<file path="src/rtl/lalu_pkg.sv">
// Shared LALU register-file definitions used by the read-side operand fetch logic.
package lalu_pkg;

  localparam int DEFAULT_DATA_WIDTH = 8;
  localparam int REG_ADDR_W         = 2;
  localparam int NUM_REGS           = 4;

  typedef logic [REG_ADDR_W-1:0] reg_idx_t;

  // True when the write-back in this cycle targets the given register.
  function automatic logic wb_hits(input logic reg_write, input reg_idx_t rd, input reg_idx_t idx);
    return reg_write && (rd == idx);
  endfunction

endpackage

</file>
<file path="src/rtl/register_read_unit_if.sv">
// Operand-fetch bus: register contents, write-back, issue handshake and operand bundle.
interface register_read_unit_if
  import lalu_pkg::*;
#(
  parameter int DATA_WIDTH = DEFAULT_DATA_WIDTH
);

  logic [DATA_WIDTH-1:0] reg0Q;
  logic [DATA_WIDTH-1:0] reg1Q;
  logic [DATA_WIDTH-1:0] reg2Q;
  logic [DATA_WIDTH-1:0] reg3Q;

  logic                  regWrite;
  reg_idx_t              Rd;
  logic [DATA_WIDTH-1:0] wbData;

  logic                  issueValid;
  reg_idx_t              issueRs;
  reg_idx_t              issueRt;
  reg_idx_t              issueRd;
  logic                  issueWrites;
  logic                  issueReady;

  logic                  opValid;
  logic [DATA_WIDTH-1:0] opA;
  logic [DATA_WIDTH-1:0] opB;
  reg_idx_t              opRd;
  logic                  opWrites;
  logic                  opReady;

  logic [NUM_REGS-1:0]   busy;

  modport master (
    output reg0Q, reg1Q, reg2Q, reg3Q,
    output regWrite, Rd, wbData,
    output issueValid, issueRs, issueRt, issueRd, issueWrites,
    output opReady,
    input  issueReady,
    input  opValid, opA, opB, opRd, opWrites,
    input  busy
  );

  modport slave (
    input  reg0Q, reg1Q, reg2Q, reg3Q,
    input  regWrite, Rd, wbData,
    input  issueValid, issueRs, issueRt, issueRd, issueWrites,
    input  opReady,
    output issueReady,
    output opValid, opA, opB, opRd, opWrites,
    output busy
  );

endinterface

</file>
<file path="src/rtl/operand_forward_mux.sv">
// Selects one source operand, bypassing a same-cycle write-back, and flags a pending writer.
module operand_forward_mux
  import lalu_pkg::*;
#(
  parameter int DATA_WIDTH = DEFAULT_DATA_WIDTH
) (
  input  reg_idx_t              idx,
  input  logic [DATA_WIDTH-1:0] reg0Q,
  input  logic [DATA_WIDTH-1:0] reg1Q,
  input  logic [DATA_WIDTH-1:0] reg2Q,
  input  logic [DATA_WIDTH-1:0] reg3Q,
  input  logic                  regWrite,
  input  reg_idx_t              Rd,
  input  logic [DATA_WIDTH-1:0] wbData,
  input  logic [NUM_REGS-1:0]   busy,
  output logic [DATA_WIDTH-1:0] value,
  output logic                  hazard
);

  logic [DATA_WIDTH-1:0] reg_sel;
  logic                  wb_hit;

  always_comb begin
    reg_sel = reg0Q;
    case (idx)
      2'd0:    reg_sel = reg0Q;
      2'd1:    reg_sel = reg1Q;
      2'd2:    reg_sel = reg2Q;
      default: reg_sel = reg3Q;
    endcase
  end

  assign wb_hit = wb_hits(regWrite, Rd, idx);
  assign value  = wb_hit ? wbData : reg_sel;
  // A pending writer that is retiring right now is not a hazard: its data is forwarded.
  assign hazard = busy[idx] & ~wb_hit;

endmodule

</file>
<file path="src/rtl/register_read_unit.sv">
// Operand fetch for the 4-entry LALU register file: scoreboard, hazard stall and
// a single registered operand stage toward execute.
module register_read_unit
  import lalu_pkg::*;
#(
  parameter int DATA_WIDTH = DEFAULT_DATA_WIDTH
) (
  input  logic [4:0]             logisimClockTree0,
  input  logic                   reset,
  register_read_unit_if.slave    bus
);

  logic clk;
  logic unused_clk_taps;

  assign clk             = logisimClockTree0[4];
  assign unused_clk_taps = ^logisimClockTree0[3:0];

  logic [NUM_REGS-1:0]   busy_q;
  logic [NUM_REGS-1:0]   busy_set;
  logic [NUM_REGS-1:0]   busy_clr;
  logic [NUM_REGS-1:0]   busy_next;

  logic                  op_valid_q;
  logic [DATA_WIDTH-1:0] op_a_q;
  logic [DATA_WIDTH-1:0] op_b_q;
  reg_idx_t              op_rd_q;
  logic                  op_writes_q;

  logic [DATA_WIDTH-1:0] fwd_a;
  logic [DATA_WIDTH-1:0] fwd_b;
  logic                  hazard_a;
  logic                  hazard_b;
  logic                  hazard_waw;
  logic                  stage_free;
  logic                  issue_ready;
  logic                  fire;

  operand_forward_mux #(.DATA_WIDTH(DATA_WIDTH)) u_fwd_rs (
    .idx      (bus.issueRs),
    .reg0Q    (bus.reg0Q),
    .reg1Q    (bus.reg1Q),
    .reg2Q    (bus.reg2Q),
    .reg3Q    (bus.reg3Q),
    .regWrite (bus.regWrite),
    .Rd       (bus.Rd),
    .wbData   (bus.wbData),
    .busy     (busy_q),
    .value    (fwd_a),
    .hazard   (hazard_a)
  );

  operand_forward_mux #(.DATA_WIDTH(DATA_WIDTH)) u_fwd_rt (
    .idx      (bus.issueRt),
    .reg0Q    (bus.reg0Q),
    .reg1Q    (bus.reg1Q),
    .reg2Q    (bus.reg2Q),
    .reg3Q    (bus.reg3Q),
    .regWrite (bus.regWrite),
    .Rd       (bus.Rd),
    .wbData   (bus.wbData),
    .busy     (busy_q),
    .value    (fwd_b),
    .hazard   (hazard_b)
  );

  assign hazard_waw  = bus.issueWrites & busy_q[bus.issueRd]
                       & ~wb_hits(bus.regWrite, bus.Rd, bus.issueRd);
  assign stage_free  = ~op_valid_q | bus.opReady;
  assign issue_ready = ~hazard_a & ~hazard_b & ~hazard_waw & stage_free;
  assign fire        = bus.issueValid & issue_ready;

  // Set is applied after clear so a new writer claiming a retiring register keeps it busy.
  always_comb begin
    busy_set = '0;
    busy_clr = '0;
    if (bus.regWrite) begin
      busy_clr[bus.Rd] = 1'b1;
    end
    if (fire && bus.issueWrites) begin
      busy_set[bus.issueRd] = 1'b1;
    end
    busy_next = (busy_q & ~busy_clr) | busy_set;
  end

  always_ff @(posedge clk) begin
    if (reset) begin
      busy_q      <= '0;
      op_valid_q  <= 1'b0;
      op_a_q      <= '0;
      op_b_q      <= '0;
      op_rd_q     <= '0;
      op_writes_q <= 1'b0;
    end else begin
      busy_q <= busy_next;
      if (fire) begin
        op_valid_q  <= 1'b1;
        op_a_q      <= fwd_a;
        op_b_q      <= fwd_b;
        op_rd_q     <= bus.issueRd;
        op_writes_q <= bus.issueWrites;
      end else if (op_valid_q && bus.opReady) begin
        op_valid_q <= 1'b0;
      end
    end
  end

  assign bus.issueReady = issue_ready;
  assign bus.opValid    = op_valid_q;
  assign bus.opA        = op_a_q;
  assign bus.opB        = op_b_q;
  assign bus.opRd       = op_rd_q;
  assign bus.opWrites   = op_writes_q;
  assign bus.busy       = busy_q;

endmodule
</file>
<file path="src/flat_wrapper.sv">
// flat-port wrapper written by rule: the top's interface ports become plain ports
module register_read_unit_flat import lalu_pkg::*;
#(
  parameter int DATA_WIDTH = DEFAULT_DATA_WIDTH
)
  (logisimClockTree0, reset, bus_reg0Q, bus_reg1Q, bus_reg2Q, bus_reg3Q, bus_regWrite, bus_Rd, bus_wbData, bus_issueValid, bus_issueRs, bus_issueRt, bus_issueRd, bus_issueWrites, bus_opReady, bus_issueReady, bus_opValid, bus_opA, bus_opB, bus_opRd, bus_opWrites, bus_busy);
  register_read_unit_if #(.DATA_WIDTH(DATA_WIDTH)) bus_i ();
  input  logic [4:0] logisimClockTree0;
  input  logic reset;
  input wire logic [$bits(bus_i.reg0Q)-1:0] bus_reg0Q;
  input wire logic [$bits(bus_i.reg1Q)-1:0] bus_reg1Q;
  input wire logic [$bits(bus_i.reg2Q)-1:0] bus_reg2Q;
  input wire logic [$bits(bus_i.reg3Q)-1:0] bus_reg3Q;
  input wire logic [$bits(bus_i.regWrite)-1:0] bus_regWrite;
  input wire logic [$bits(bus_i.Rd)-1:0] bus_Rd;
  input wire logic [$bits(bus_i.wbData)-1:0] bus_wbData;
  input wire logic [$bits(bus_i.issueValid)-1:0] bus_issueValid;
  input wire logic [$bits(bus_i.issueRs)-1:0] bus_issueRs;
  input wire logic [$bits(bus_i.issueRt)-1:0] bus_issueRt;
  input wire logic [$bits(bus_i.issueRd)-1:0] bus_issueRd;
  input wire logic [$bits(bus_i.issueWrites)-1:0] bus_issueWrites;
  input wire logic [$bits(bus_i.opReady)-1:0] bus_opReady;
  output wire logic [$bits(bus_i.issueReady)-1:0] bus_issueReady;
  output wire logic [$bits(bus_i.opValid)-1:0] bus_opValid;
  output wire logic [$bits(bus_i.opA)-1:0] bus_opA;
  output wire logic [$bits(bus_i.opB)-1:0] bus_opB;
  output wire logic [$bits(bus_i.opRd)-1:0] bus_opRd;
  output wire logic [$bits(bus_i.opWrites)-1:0] bus_opWrites;
  output wire logic [$bits(bus_i.busy)-1:0] bus_busy;
  assign bus_i.reg0Q = bus_reg0Q;
  assign bus_i.reg1Q = bus_reg1Q;
  assign bus_i.reg2Q = bus_reg2Q;
  assign bus_i.reg3Q = bus_reg3Q;
  assign bus_i.regWrite = bus_regWrite;
  assign bus_i.Rd = bus_Rd;
  assign bus_i.wbData = bus_wbData;
  assign bus_i.issueValid = bus_issueValid;
  assign bus_i.issueRs = bus_issueRs;
  assign bus_i.issueRt = bus_issueRt;
  assign bus_i.issueRd = bus_issueRd;
  assign bus_i.issueWrites = bus_issueWrites;
  assign bus_i.opReady = bus_opReady;
  assign bus_issueReady = bus_i.issueReady;
  assign bus_opValid = bus_i.opValid;
  assign bus_opA = bus_i.opA;
  assign bus_opB = bus_i.opB;
  assign bus_opRd = bus_i.opRd;
  assign bus_opWrites = bus_i.opWrites;
  assign bus_busy = bus_i.busy;
  register_read_unit #(.DATA_WIDTH(DATA_WIDTH)) u_core (.logisimClockTree0(logisimClockTree0), .reset(reset), .bus(bus_i));
endmodule
</file>
<file path="config.mk">
export PLATFORM = sky130hd
export DESIGN_NAME = register_read_unit_flat
export DESIGN_NICKNAME = d
export VERILOG_FILES = /design/src/rtl/lalu_pkg.sv /design/src/rtl/register_read_unit_if.sv /design/src/rtl/operand_forward_mux.sv /design/src/rtl/register_read_unit.sv /design/src/flat_wrapper.sv
export SDC_FILE = /design/constraint.sdc
export NUM_CORES = 1
export LEC_CHECK = 0
export CAP_MARGIN = 20
export CELL_PAD_IN_SITES_DETAIL_PLACEMENT = 1
export CELL_PAD_IN_SITES_GLOBAL_PLACEMENT = 1
export CORE_MARGIN = 2
export CORE_UTILIZATION = 33
export CTS_CLUSTER_DIAMETER = 50
export CTS_CLUSTER_SIZE = 40
export DETAILED_ROUTE_END_ITERATION = 7
export PLACE_DENSITY_LB_ADDON = 0.25
export RECOVER_POWER = 25
export SLEW_MARGIN = 30
export SYNTH_ARGS = -nofsm -noshare
export SYNTH_HDL_FRONTEND = slang
export SYNTH_SLANG_ARGS = --single-unit
</file>
<file path="constraint.sdc">
create_clock -name logisimClockTree0 -period 2.5 [get_ports logisimClockTree0]
set_input_delay 0.25 -clock logisimClockTree0 [delete_from_list [all_inputs] [get_ports logisimClockTree0]]
set_output_delay 0.25 -clock logisimClockTree0 [all_outputs]
set_load 0.02 [all_outputs]
</file>
==> qor.yml, run 1 <==
synthesis:
  yosysUniqueCellTypes: 25
  ys.flop_type: "dfxtp_1"
  ys_ff_latch: 24
  synth_warnings: 0
  synth_edf_count: 0
  synth_nets: 238
  syn_area_sq_mm: 0.00185
  yosysTopAreaCell: "dfxtp_1"
  synthTopCellsByCount: "dfxtp_1, nand2_1, mux2i_1, mux4_2"
  synth_area_per_cell_sq_um: 10.3
  synth_area_leaders: "dfxtp_1, mux4_2, mux2i_1, nor4b_1, o31a_1"
  postSynth.asyncResetShare_pct: 0
  yosysTopAreaCellShare_pct: 25.9
  synth.yosys.seq_area_share_pct: 25.9
  postSynthCellCount: 180
cts:
  cts_max_level: 1
  clkTransAtPathRegs_ns: 0.08
  holdBufCountCts: 0
  cts.root.buffer_cell: "clkbuf_8"
  cts_buffers: 3
  clock_sinks: 24
  cts_buffer_depth: 2
  clk_latency_ns: 0.27
  cts_tree: "built"
floorplan:
  fp.dieW_microns: 78.9
  start_util_pct: 33.8
  rows: 27
  core_sq_mm: 0.00547
  top_level_ports: 83
  die_area_sq_mm: 0.00623
  die_h_microns: 78.9
outcome:
  status: "finished clean"
sta:
  fin_skew_ns: 0.00409
  tns_ns: 0
  rsz0062_at_grt: "false"
  clock.fmax_ghz: 0.443
  setup_viol: 0
  period_share_pct: 90.4
  worst_slew_pin_slew_ns: 0.399
  period_needed_ns: 2.26
  finalMaxSlewViolations: 0
  maxSlewHeadroom_pct: 73.2
  hold_violations: 0
setup_path:
  required_ns: 2.25
  end_kind: "primary output"
  arrival_ns: 2.01
  r2r_cells: 6
  worst_path_max_delay_cell: "clkdlybuf4s50_1"
  path_max_fanout: 3
  startpoint_type: "input pin"
  path_class: "in -> out"
  reg2reg_slack_ns: 0.61
  crit_chain: "clkdlybuf4s50_1 > mux4_2 > o31ai_1 > and4_1 > dlygate4sd2_1"
  r2r-start: "u_core.bus.busy[2]"
  cpPeakStageDelay_ns: 0.54
  timing.rr.end: "u_core.bus.opA[3]"
min_path:
  min_path_cells: 2
  hold_start: "u_core.bus.opB[3]"
  hold_class: "reg -> reg"
  min_to: "u_core.bus.opB[3]"
global_route:
  grt_first_pass_wirelength_microns: 9520
  track_usage_pct: 19.2
  grt_antenna_before_repair: 0
  first_global_vias: 1897
  grt_max_degree: 34
  overflow: 0
route:
  ant_nets: 0
  drc: 0
  vias_per_cell: 5.53
  wl_per_cell_microns: 17.4
  num_vias: 1847
  drt-initial-drc-count: 188
  dr.pass1.iters: 4
  routed_wl_microns: 5800
power_and_ir_drop:
  powerDensity_mw_per_mm2: 423
  power_leakage_nw: 1.06
  peakVddDrop_uv: 238
place:
  portBuffers: 78
  post_dp_cell_area_sq_mm: 0.00278
  hpwl_microns: 4560
  globalplace.congestion: 0.771
cells_and_area:
  drive_gt1_share_pct: 16.8
  final_util_pct: 51.7
  diodes: 0
  fill_cells: 633
  stdcell_area_sq_mm: 0.00283
  finalNetCount: 321
  syn_to_final_growth_pct: 52.8
flow_run:
  drv_cap: 0
-- metrics by stage --
stage                     hold WS, ns  power (W)  worst slack [ns]  cells
after floorplan                 0.319   0.000711             0.848    180
after global placement          0.447   0.000939           -0.0179    330
after detailed placement        0.454   0.000948           -0.0410    330
after CTS                       0.467    0.00122             0.233    334
after global routing            0.482    0.00127             0.176    334
final                           0.459    0.00120             0.240    334
-- cell usage in the layout (no fill, tap or decap) --
cell type and n:
dfxtp_1 24, o31a_1 16, inv_1 3, o41ai_1 4
inv_2 1, nand3b_1 1, buf_12 1, nand2b_1 1
o211ai_1 1, mux4_2 19, nand4b_2 1, nand3_1 3
dlygate4sd2_1 1, o21ai_0 16, buf_4 18, o311ai_1 1
o31ai_1 2, o311ai_0 1, a21oi_1 1, dlygate4sd3_1 12
and4_1 1, mux2i_1 19, nor4b_1 16, nand2_1 24
clkdlybuf4s50_1 65, clkbuf_8 4, xor2_1 6
-- what timing repair did --
item	CTS	global route
setup endpoints to repair	1	0
buffers inserted	0	0
gates resized for setup	1	0
-- state kept, by name, indices dropped and copies added (netlist names) --
register,cells
u_core.bus.opA,8
u_core.bus.opRd,2
u_core.bus.opB,8
u_core.bus.opWrites,1
u_core.bus.busy,4
u_core.bus.opValid,1
-- final cells by class --
type | count | area, sq um | share of cell area [%]
multi-input cells | 133 | 1250 | 44.3
repair buffers | 97 | 935 | 33.0
flip-flops and latches | 24 | 480 | 17.0
well taps | 72 | 90.1 | 3.18
clock buffers | 4 | 55.1 | 1.95
inverters | 4 | 15.0 | 0.531
-- worst max-delay path by stage --
stage / start / end / slack [ns] / cells after the start
finish: bus_issueRt[0] / bus_issueReady / 0.24 / 5
floorplan: bus_issueRt[0] / u_core.bus.opA[1] / 0.85 / 6
CTS: bus_issueRt[0] / bus_issueReady / 0.23 / 5
global placement: bus_issueRt[0] / bus_issueReady / -0.02 / 5
global route: bus_issueRt[0] / bus_issueReady / 0.18 / 5
detailed placement: bus_issueRt[0] / bus_issueReady / -0.04 / 5
-- where the power goes --
group	total (W)	internal, W	switching, W
Combinational	0.000497	0.000265	0.000232
Clock	0.000266	0.000141	0.000126
Sequential	0.000435	0.000417	0.0000180
Total	0.00120	0.000822	0.000376
-- worst max-delay path: cells and delay by family --
| family | cells | cell delay [ns] |
|---|---|---|
| compound gates | 1 | 0.13 |
| buf+inv | 2 | 0.87 |
| mux | 1 | 0.52 |
| simple gates | 1 | 0.24 |
-- cell families after synthesis --
logic type / synth area share (%)
XOR/XNOR: 2.84
buffers and inverters: 6.35
AND/OR/NAND/NOR: 15.3
AO/OA/AOI/OAI: 16.2
multiplexers: 33.4
flip-flops: 25.9
-- layer usage --
layer	global-route usage, %	up-vias	wire (microns)
li1	-	873	-
met1	27.8	896	2760
met2	30.3	74	2650
met3	2.95	4	353
met4	4.31	0	40
met5	0	-	0
(Power assumes the default switching activity.)
==> run 2: changes to the inputs <==
- PLACE_DENSITY_LB_ADDON: 0.25 -> 0.1
==> qor.yml, run 2 (same netlist as run 1, synthesis figures left out) <==
floorplan:
  start_util_pct: 33.8  # unchanged
  fp.dieW_microns: 78.9  # unchanged
  die_area_sq_mm: 0.00623  # unchanged
  die_h_microns: 78.9  # unchanged
  core_sq_mm: 0.00547  # unchanged
  rows: 27  # unchanged
  top_level_ports: 83  # unchanged
route:
  wl_per_cell_microns: 17.2  # was 17.4 microns
  drc: 0  # unchanged
  dr.pass1.iters: 7  # was 4
  ant_nets: 0  # unchanged
  vias_per_cell: 5.42  # was 5.53
  num_vias: 1798  # was 1,847
  drt-initial-drc-count: 103  # was 188
  routed_wl_microns: 5710  # was 5800 microns
setup_path:
  path_class: "in -> out"  # unchanged
  worst_path_max_delay_cell: "clkdlybuf4s50_1"  # unchanged
  cpPeakStageDelay_ns: 0.55  # was 0.54 ns
  crit_chain: "clkdlybuf4s50_1 > mux4_2 > o31ai_1 > and4_1 > dlygate4sd2_1"  # unchanged
  path_max_fanout: 3  # unchanged
  r2r-start: "u_core.bus.busy[3]"  # was u_core.bus.busy[2]
  end_kind: "primary output"  # unchanged
  arrival_ns: 2.00  # was 2.01 ns
  critPathLaunch: "bus_issueRt[0]"  # unchanged
  startpoint_type: "input pin"  # unchanged
  required_ns: 2.25  # about the same
global_route:
  grt_antenna_before_repair: 0  # unchanged
  grt_max_degree: 37  # was 34
  track_usage_pct: 18.9  # was 19.2%
  grt_first_pass_wirelength_microns: 9340  # was 9520 microns
  first_global_vias: 1892  # was 1,897
  overflow: 0  # unchanged
sta:
  clock.fmax_ghz: 0.444  # was 0.443 GHz
  rsz0062_at_grt: "false"  # unchanged
  period_needed_ns: 2.25  # was 2.26 ns
  finalMaxSlewViolations: 0  # unchanged
  period_share_pct: 90.1  # was 90.4%
  tns_ns: 0  # unchanged
  worst_slew_pin_slew_ns: 0.319  # was 0.399 ns
  maxSlewHeadroom_pct: 78.5  # was 73.2%
  fin_skew_ns: 0.00208  # was 0.00409 ns
  hold_violations: 0  # unchanged
  setup_viol: 0  # unchanged
power_and_ir_drop:
  power.total_w: 0.00127  # was 0.00120 W
  powerDensity_mw_per_mm2: 449  # was 423 mW/mm^2
  power_leakage_nw: 1.06  # about the same
  peakVddDrop_uv: 197  # was 238 uV
cts:
  clkTransAtPathRegs_ns: 0.09  # was 0.08 ns
  cts_tree: "built"  # unchanged
  clock_sinks: 24  # unchanged
  clk_latency_ns: 0.27  # about the same
  cts_buffer_depth: 2  # unchanged
  cts_max_level: 1  # unchanged
  cts_buffers: 3  # unchanged
  cts.root.buffer_cell: "clkbuf_8"  # unchanged
cells_and_area:
  diodes: 0  # unchanged
  finalNetCount: 319  # was 321
  layout_common_cells: "clkdlybuf4s50_1, nand2_1, dfxtp_1"  # unchanged
  final_common_cell: "clkdlybuf4s50_1"  # unchanged
  syn_to_final_growth_pct: 52.8  # about the same
  drive_gt1_share_pct: 16.2  # was 16.8%
outcome:
  status: "finished clean"  # unchanged
min_path:
  hold_start: "u_core.bus.opA[2]"  # was u_core.bus.opB[3]
  hold_class: "reg -> reg"  # unchanged
place:
  globalplace.congestion: 0.770  # was 0.771
  hpwl_microns: 4460  # was 4560 microns
  portBuffers: 78  # unchanged
flow_run:
  drv_cap: 0  # unchanged
-- run 2: cell types whose count changed in the layout (fill, tap and decap cells not counted), sizes merged --
cell and delta:
bufinv +1, buf -2, clkbuf -1
-- run 2: layout make-up --
cell class	count	area, sq um
Fill cell	618	2640
Multi-Input combinational cell	133	1250
Tap cell	72	90.1
Clock buffer	3	41.3
Sequential cell	24	480
Clock inverter	1	30.0
Inverter	4	15.0
Timing Repair Buffer	95	920
-- run 2: through the flow --
stage	util, %	hold WS (ns)	worst slack, ns	area, sq um	instances
4_1_cts	51.7	0.470	0.229	2830	332
3_3_place_gp	50.4	0.446	0.00740	2760	328
3_5_place_dp	50.4	0.457	-0.0447	2760	328
5_1_grt	51.7	0.487	0.166	2830	332
2_1_floorplan	-	0.319	0.848	1850	180
6_report	51.7	0.464	0.248	2830	332
-- run 2: final timing paths --
| check | end | slack, ns | cells past startpoint |
|---|---|---|---|
| worst max-delay path | bus_issueReady | 0.25 | 5 |
| worst min-delay path | u_core.bus.opA[2] | 0.46 | 2 |
| worst max register to register | u_core.bus.opB[4] | 0.65 | 6 |
| worst min register to register | u_core.bus.opA[2] | 0.46 | 2 |
-- run 2: timing repair --
| item | CTS | global route |
|---|---|---|
| gates resized for setup | 1 | 0 |
| hold buffers | 0 | 0 |
| setup buffers | 0 | 0 |
| endpoints found under the setup margin | 1 | 0 |
-- run 2: critical path, delay by kind of cell --
family / cells / cell delay (ns)
AOI/OAI and AO/OA: 1 / 0.11
and+or+nand+nor: 1 / 0.24
muxes: 1 / 0.52
buffers and inverters: 2 / 0.88
-- run 2: power by group --
part | total [W] | internal (W) | leakage, nW | switching (W)
logic | 0.000490 | 0.000262 | 0.826 | 0.000228
clock network | 0.000346 | 0.000214 | 0.0357 | 0.000132
registers | 0.000435 | 0.000417 | 0.197 | 0.0000183
total | 0.00127 | 0.000893 | 1.06 | 0.000378
-- run 2: layer usage --
metal / track usage (%) / up-vias / routed length, microns / part of all wire [%]
li1: - / 870 / - / -
met1: 26.8 / 854 / 2810 / 49
met2: 29.1 / 70 / 2490 / 44
met3: 3.75 / 4 / 352 / 6.2
met4: 5.69 / 0 / 57 / 1.0
met5: 0 / - / 0 / 0
